===== src/rtl/vecmac_pkg.sv =====
// Shared constants and width helpers for the vecmac accumulator slice.
// Optional feature macro: VECMAC_LAST_EN (early vector termination via in_last).
package vecmac_pkg;

  localparam int PROD_W      = 16;
  localparam int VEC_LEN_DEF = 8;

  // Width of the beat counter; a 2-beat vector still needs one bit.
  function automatic int cnt_width(input int vec_len);
    return (vec_len < 2) ? 1 : $clog2(vec_len);
  endfunction

  // Smallest accumulator that cannot overflow for vec_len full-scale products.
  function automatic int acc_width(input int vec_len);
    return PROD_W + $clog2(vec_len);
  endfunction

endpackage


===== src/rtl/vecmac_accumulator_fifo.sv =====
// result_fifo2: 2-entry synchronous FIFO with the head entry always visible.
// Ports:
//   clk, rst       clock, synchronous active-high reset
//   push_i, din_i  write request and data (ignored when full unless popping)
//   pop_i          read request (ignored when empty)
//   full_o/empty_o occupancy flags
//   head_o         oldest entry, zero when empty
// A pop and a push in the same cycle are both honoured even when full.
module result_fifo2 #(
  parameter int W = 19
) (
  input  logic         clk,
  input  logic         rst,
  input  logic         push_i,
  input  logic [W-1:0] din_i,
  input  logic         pop_i,
  output logic         full_o,
  output logic         empty_o,
  output logic [W-1:0] head_o
);

  logic [W-1:0] e0_q, e0_d, e1_q, e1_d;
  logic [1:0]   cnt_q, cnt_d;
  logic         pop_eff, push_eff;

  always_comb begin
    pop_eff  = pop_i && (cnt_q != 2'd0);
    push_eff = push_i && ((cnt_q != 2'd2) || pop_eff);
    e0_d     = e0_q;
    e1_d     = e1_q;
    cnt_d    = cnt_q;
    // Shift-out pop first so a simultaneous push lands in the freed slot.
    if (pop_eff) begin
      e0_d  = e1_q;
      e1_d  = '0;
      cnt_d = cnt_q - 2'd1;
    end
    if (push_eff) begin
      if (cnt_d == 2'd0) e0_d = din_i;
      else               e1_d = din_i;
      cnt_d = cnt_d + 2'd1;
    end
  end

  always_ff @(posedge clk) begin
    if (rst) begin
      e0_q  <= '0;
      e1_q  <= '0;
      cnt_q <= 2'd0;
    end else begin
      e0_q  <= e0_d;
      e1_q  <= e1_d;
      cnt_q <= cnt_d;
    end
  end

  assign full_o  = (cnt_q == 2'd2);
  assign empty_o = (cnt_q == 2'd0);
  assign head_o  = empty_o ? '0 : e0_q;

endmodule


===== src/rtl/vecmac_accumulator.sv =====
// vecmac_accumulator: sums VEC_LEN unsigned products into a dot product and
// queues results in a 2-entry FIFO. The input stream cannot be stalled, so a
// result that finds the FIFO full is dropped and flagged on drop_err (sticky).
// Ports:
//   clk, rst              clock, synchronous active-high reset
//   flush                 discard the partial vector (FIFO untouched)
//   in_valid, in_product  product beat
//   in_last               (VECMAC_LAST_EN only) ends the vector early
//   out_valid, out_ready  result handshake; out_sum is the head result
//   out_len               (VECMAC_LAST_EN only) beat count of the head result
//   busy, beat_cnt        partial-vector status
//   drop_err              sticky result-lost flag
// Optional feature macro: VECMAC_LAST_EN.
module vecmac_accumulator
  import vecmac_pkg::*;
#(
  parameter  int VEC_LEN = VEC_LEN_DEF,
  parameter  int ACC_W   = acc_width(VEC_LEN_DEF),
  localparam int CNT_W   = cnt_width(VEC_LEN)
) (
  input  logic              clk,
  input  logic              rst,
  input  logic              flush,
  input  logic              in_valid,
  input  logic [PROD_W-1:0] in_product,
`ifdef VECMAC_LAST_EN
  input  logic              in_last,
  output logic [CNT_W:0]    out_len,
`endif
  output logic              out_valid,
  input  logic              out_ready,
  output logic [ACC_W-1:0]  out_sum,
  output logic              busy,
  output logic [CNT_W-1:0]  beat_cnt,
  output logic              drop_err
);

  localparam logic [CNT_W-1:0] LAST_CNT = CNT_W'(VEC_LEN - 1);

`ifdef VECMAC_LAST_EN
  localparam int FIFO_W = ACC_W + CNT_W + 1;
`else
  localparam int FIFO_W = ACC_W;
`endif

  logic [ACC_W-1:0]  acc_q, acc_d;
  logic [CNT_W-1:0]  cnt_q, cnt_d;
  logic              drop_q, drop_d;
  logic              beat, last_flag, last_beat;
  logic [ACC_W-1:0]  sum_nxt;
  logic              fifo_full, fifo_empty, fifo_pop;
  logic [FIFO_W-1:0] fifo_din, fifo_head;

`ifdef VECMAC_LAST_EN
  assign last_flag = in_last;
`else
  assign last_flag = 1'b0;
`endif

  assign fifo_pop = out_ready && !fifo_empty;

  always_comb begin
    beat      = in_valid && !flush;
    // First beat of a vector loads rather than adds, so acc need not be cleared.
    sum_nxt   = ((cnt_q == '0) ? '0 : acc_q) + ACC_W'(in_product);
    last_beat = beat && ((cnt_q == LAST_CNT) || last_flag);
    acc_d     = acc_q;
    cnt_d     = cnt_q;
    if (flush) begin
      acc_d = '0;
      cnt_d = '0;
    end else if (beat) begin
      if (last_beat) begin
        acc_d = '0;
        cnt_d = '0;
      end else begin
        acc_d = sum_nxt;
        cnt_d = cnt_q + 1'b1;
      end
    end
    drop_d = drop_q || (last_beat && fifo_full && !fifo_pop);
  end

  always_ff @(posedge clk) begin
    if (rst) begin
      acc_q  <= '0;
      cnt_q  <= '0;
      drop_q <= 1'b0;
    end else begin
      acc_q  <= acc_d;
      cnt_q  <= cnt_d;
      drop_q <= drop_d;
    end
  end

`ifdef VECMAC_LAST_EN
  assign fifo_din = {({1'b0, cnt_q} + 1'b1), sum_nxt};
  assign out_len  = fifo_head[FIFO_W-1:ACC_W];
`else
  assign fifo_din = sum_nxt;
`endif

  result_fifo2 #(.W(FIFO_W)) u_fifo (
    .clk    (clk),
    .rst    (rst),
    .push_i (last_beat),
    .din_i  (fifo_din),
    .pop_i  (fifo_pop),
    .full_o (fifo_full),
    .empty_o(fifo_empty),
    .head_o (fifo_head)
  );

  assign out_valid = !fifo_empty;
  assign out_sum   = fifo_head[ACC_W-1:0];
  assign busy      = (cnt_q != '0);
  assign beat_cnt  = cnt_q;
  assign drop_err  = drop_q;

endmodule


===== config.mk =====
export PLATFORM = sky130hd
export DESIGN_NAME = vecmac_accumulator
export DESIGN_NICKNAME = d
export VERILOG_FILES = /design/src/rtl/vecmac_pkg.sv /design/src/rtl/vecmac_accumulator_fifo.sv /design/src/rtl/vecmac_accumulator.sv
export SDC_FILE = /design/constraint.sdc
export NUM_CORES = 1
export LEC_CHECK = 0
export CAP_MARGIN = 20
export CORE_MARGIN = 1
export CORE_UTILIZATION = 25
export CTS_CLUSTER_DIAMETER = 200
export DETAILED_ROUTE_END_ITERATION = 12
export GPL_TIMING_DRIVEN = 1
export HOLD_SLACK_MARGIN = 0.02
export PLACE_DENSITY_LB_ADDON = 0.1
export SLEW_MARGIN = 25
export SYNTH_ARGS = -nofsm -noshare
export SYNTH_HDL_FRONTEND = slang
export SYNTH_SLANG_ARGS = --single-unit

===== constraint.sdc =====
create_clock -name clk -period 3.05 [get_ports clk]
set_input_delay 0.61 -clock clk [delete_from_list [all_inputs] [get_ports clk]]
set_output_delay 0.61 -clock clk [all_outputs]
set_load 0.01 [all_outputs]

Word-level counts from Yosys, hierarchy flattened
Cells that the tools add are included.

Output and inout bits: 25. Input bits: 21. Bits in registers: 63. Logic and storage cells: 43.

Reduce and logical (&&, ||, !) cells: 18. Equality and inequality tests: 3. Muxes and demuxes: 12. Add/subtract/negate cells: 4.

Operators with widths (number): $mux W19 (9); $add A19 B16 Y19 (1); $logic_and A1 B1 Y1 (7); $logic_not A2 Y1 (2); $mux W2 (2); $add A3 B1 Y3 const B (1); $eq A3 B3 Y1 const B (1); $logic_not A1 Y1 (3); $logic_not A3 Y1 (1); $mux W3 (1); $reduce_bool A3 Y1 (1); $add A2 B1 Y2 const B (1); $eq A2 B2 Y1 const B (1); $logic_or A1 B1 Y1 (2); $ne A2 B2 Y1 const B (1); $reduce_bool A2 Y1 (1); $reduce_or A2 Y1 (1); $sub A2 B1 Y2 const B (1).

Depth between registers and ports, before layout
Depth in word-level cells: 8. Depth in mapped cells: 16.

Modules after synthesis
From an unflattened synthesis, not the netlist that was laid out.

Cells, all modules: 434. Area, all modules: 3793.6 um^2.

By module, submodules not included: result_fifo2 (seq. area each 800.8 um^2, instances 1, area each 1923.1 um^2, cells an instance 211); vecmac_accumulator (seq. area each 460.4 um^2, instances 1, area each 1870.5 um^2, cells an instance 223).

Worst setup path before layout
No wires, ideal clock.

Path kind: register to register. Start point: register cnt_q[0], in the netlist beat_cnt[0]. End point: register u_fifo.e1_q[14]. Period minus slack after synthesis: 3.313 ns. Stages on the path, launching flop included: 16. Setup slack: -0.263 ns. Setup time: 0.117 ns. Data arrival time: 3.196 ns. Required time: 2.933 ns. Cell sequence: dfxtp_1 -> inv_1 -> ha_1 -> nor2b_1 -> inv_1 -> clkbuf_1 -> and2_1 -> ha_1 -> fa_1 -> a211oi_1 -> o21bai_1 -> o2111ai_1 -> a21oi_1 -> or3_1 -> and2_1 -> a22o_1.

Cells in the longest elaborated chain, start to end: 5. Elaborated cells between the ends (all ways): 8.

RTL lines: from (decl) (line vecmac_accumulator.sv:47) `logic [CNT_W-1:0] cnt_q, cnt_d;`; from (signal assigned) (line vecmac_accumulator.sv:91) `cnt_q <= cnt_d;`; $logic_not A3 Y1 (line vecmac_accumulator.sv:65) `sum_nxt = ((cnt_q == '0) ? '0 : acc_q) + ACC_W'(in_product);`; $mux W19 (line vecmac_accumulator.sv:65); $add A19 B16 Y19 (line vecmac_accumulator.sv:65); $mux W19 (line vecmac_accumulator_fifo.sv:39) `if (cnt_d == 2'd0) e0_d = din_i;`; $mux W19 (*) (line vecmac_accumulator_fifo.sv:38) `if (push_eff) begin`; to (signal assigned) (line vecmac_accumulator_fifo.sv:48) `e1_q <= '0;`; to (signal assigned) (line vecmac_accumulator_fifo.sv:52) `e1_q <= e1_d;`; to (decl) (line vecmac_accumulator_fifo.sv:22) `logic [W-1:0] e0_q, e0_d, e1_q, e1_d;`.

Mark *: on every way between the ends. The rest lies on a longest branch, timed or not. A chain may end at the register's enable or synchronous reset.

Worst setup path after layout
Start point: register cnt_q[1], in the netlist beat_cnt[1]. End point: register u_fifo.e1_q[18].

The elaborated chain is that of the path after synthesis.

==> metrics <==
CP max stage cell=fa_2; Top Ports=46; leading cell types by count after synthesis=nand2_1 (65), dfxtp_1 (63), a21oi_1 (41), nor2_1 (40), clkbuf_1 (25); Top delay family on crit path=compound AO/OA/AOI/OAI gates; CTS Sinks=63; Clock Skews=0.00553 ns; Routed WL per cell=16.1 um; Max-slew headroom=68.5%; most used cell, CP=ha_4; WL final=12000 um; Iter 0 DRT Violations=304; fin area=5290 sq um; Lkg Pwr=1.99 nW; hold wc startpoint=acc_q[9]; status=complete, no violations; worst vdd ir=244 uV; worst path required time=3.34 ns; CTS tree=done; WS Path Type=reg -> reg; net count after synthesis=510; Compound-Gate Fraction of Synth Area=22.4%; mux contribution to synthesized area=1.09%; RR Startpoint=beat_cnt[1]; most frequent cell after synthesis=nand2_1; Post-synth EDFFs=0; Worst Hold Endpoint=acc_q[9]; Reg area=1260 sq um; main combinational cell family by area after synthesis=simple AND/OR/NAND/NOR gates; Max Root-Sink Buffers=2; hold crit path type=reg -> reg; Final Slew Violations=0; die height=123 um; r2r setup slk=0.09 ns; synth unique cells=49; power consumption=2.25 mW; Least-Margin Pin Slew=0.468 ns; num rows=43; Worst-Skew Late Latency=0.34 ns; GRT overflow=0; Post-Layout Cell Count=743; Setup violations, final=0; pwr dens=426 nW/um^2; dpl cells=722; post-synthesis adder-cell area fraction=8.03%; share of layout cells above drive strength 1=22.2%; Synth async-reset ratio=0%; Final ANT Viol Nets=0; critical path startpoint category=register; hold_buf cts=0; crit-path max cell delay=0.35 ns; Placed Instance Area=4720 sq um; top-area cell type share of the netlist area=34.3%; sequential area share after synthesis=34.3%; Ys Warns=0; Post-route DRC=0; Synth area leaders=dfxtp_1 (34%), ha_1 (7.5%), nand2_1 (6.6%), a21oi_1 (5.6%), nor2_1 (4.1%); filler cell count in the final layout=1478; DR vias=3630; pre-CTS WS=-0.160 ns; GP Congestion=0.885; Max Clock Freq=0.338 GHz; clock-pin transition on the worst setup and hold timing paths=0.05 ns; Avg Vias per Cell=4.89; total track usage=16.9%; worst-case reg-to-reg path depth=15; DIE AREA=15200 sq um; endpoint class of the critical path=register; Post-Synth Simple-Gate Area=26.4%; core footprint=14100 sq um; RSZ-0062 raised after global routing=true; Starting Density=26.1%; # port buffers=45; Mapped Area=3680 sq um; Pre-Repair DR Iteration Count=4; Detailed Place HPWL=8730 um; Worst Hold Depth=2; vias in the first global route=3448; first-pass GRT wire length=19100 um; area grow syn2layout=43.9%; CTS Buf Count=9; Reg-to-Reg End=u_fifo.e1_q[18]; initial antenna violation count=0; worst-path cell chain=inv_2 > ha_4 > nor2b_4 > clkinv_4 > and2_4 > ha_4 > fa_2 > a211oi_2 > o21bai_2 > buf_4 > o211ai_1 > a21oi_2 > xnor2_1 > nor2_2 > a22o_1; Antenna diodes=0; nets=602; largest net degree at the start of global routing=42; post-synth top area cell=dfxtp_1; Root Buffer=clkbuf_16; final hold vios=0; Syn Inst Count=466; die width=123 um; crit path max fanout=5; register bit total from synthesis=63; Primary FF master, synth=dfxtp_1; Final WS setup=0.0887 ns; period utilization=97.1%; Synth Area in XOR/XNOR=3.81%; Worst Path Buf+Inv=3; maxcap violations=0; H-tree lvl count=3; Final min period=2.96 ns; multi-input logic area=2490 sq um; syn avg cell area=7.89 sq um; Data arrival, critical path=3.25 ns
[kinds of logic after synthesis]
logic type | after synthesis
multiplexers | 4
AND/OR/NAND/NOR | 200
XOR/XNOR | 16
flip-flops | 63
adder cells (fa/ha/maj) | 23
buffers and inverters | 38
AO/OA/AOI/OAI | 122
[sequential cells by signal (all words and copies together) (netlist names)]
signal        count
u_fifo.e1_q      19
acc_q            19
u_fifo.e0_q      19
beat_cnt          3
drop_err          1
u_fifo.cnt_q      2
[cell type report]
type,count,share of cell area (%)
Multi-Input combinational cell,365,47.2
Inverter,10,0.804
Clock inverter,5,1.06
Tap cell,180,4.26
Sequential cell,63,23.9
Timing Repair Buffer,109,18.1
Clock buffer,11,4.78
[power breakdown]
| part | switching, mW | internal, mW | total, mW |
|---|---|---|---|
| logic | 0.195 | 0.141 | 0.336 |
| registers | 0.00632 | 0.834 | 0.841 |
| clock network | 0.400 | 0.675 | 1.07 |
| total | 0.601 | 1.65 | 2.25 |
[worst min-delay path, stage by stage, from the launching register on]
cell	delay, ns
dfxtp_1	0.31
nand2_1	0.04
o21ai_0	0.06
[how the worst max path moves through the flow]
| stage | startpoint | end | slack (ns) | cells after the start |
|---|---|---|---|---|
| after floorplan | beat_cnt[0] | u_fifo.e1_q[14] | 0.003 | 15 |
| after global placement | in_product[0] | u_fifo.e1_q[18] | -0.18 | 11 |
| after detailed placement | in_product[0] | u_fifo.e1_q[18] | -0.16 | 11 |
| after CTS | beat_cnt[0] | u_fifo.e1_q[18] | -0.03 | 15 |
| after global routing | beat_cnt[1] | u_fifo.e1_q[18] | -0.06 | 15 |
| final | beat_cnt[1] | u_fifo.e1_q[18] | 0.09 | 15 |
[timing repair]
action | 4_1_cts | 5_1_grt
buffers inserted | 1 | 4
pin swaps | 3 | 20
resized for setup | 8 | 38
setup endpoints to repair | 7 | 26
[layout by cell type, fill, tap and decap left out, types with 6 or more instances in the layout]
cell and instances:
a22o_1 12, a21oi_1 37, xor2_1 6, dfxtp_1 61, and2_1 17, o21ai_0 9
nor2b_1 23, clkbuf_16 9, ha_4 7, nand3_1 16, nor2_1 39, xnor2_1 8
nand2_1 64, buf_4 62, nor3b_1 6, clkdlybuf4s50_1 45, ha_1 14, nor3_1 8
inv_1 7, a311oi_1 11
[stage by stage]
stage	utilization, %	hold WS [ns]	setup TNS (ns)
2_1_floorplan	-	0.417	0
3_3_place_gp	33.5	0.436	-1.10
3_5_place_dp	33.5	0.438	-0.929
4_1_cts	35.9	0.451	-0.0383
5_1_grt	37.5	0.486	-0.189
6_report	37.5	0.446	0
[layer usage]
| layer | vias to the layer above | global-route usage, % | share of wire, % |
|---|---|---|---|
| li1 | 1847 | - | - |
| met1 | 1693 | 24.3 | 51 |
| met2 | 81 | 24.8 | 44 |
| met3 | 9 | 4.20 | 4.3 |
| met4 | 0 | 4.07 | 1.0 |
| met5 | - | 0 | 0 |
Power figures use the tool's default switching activity.
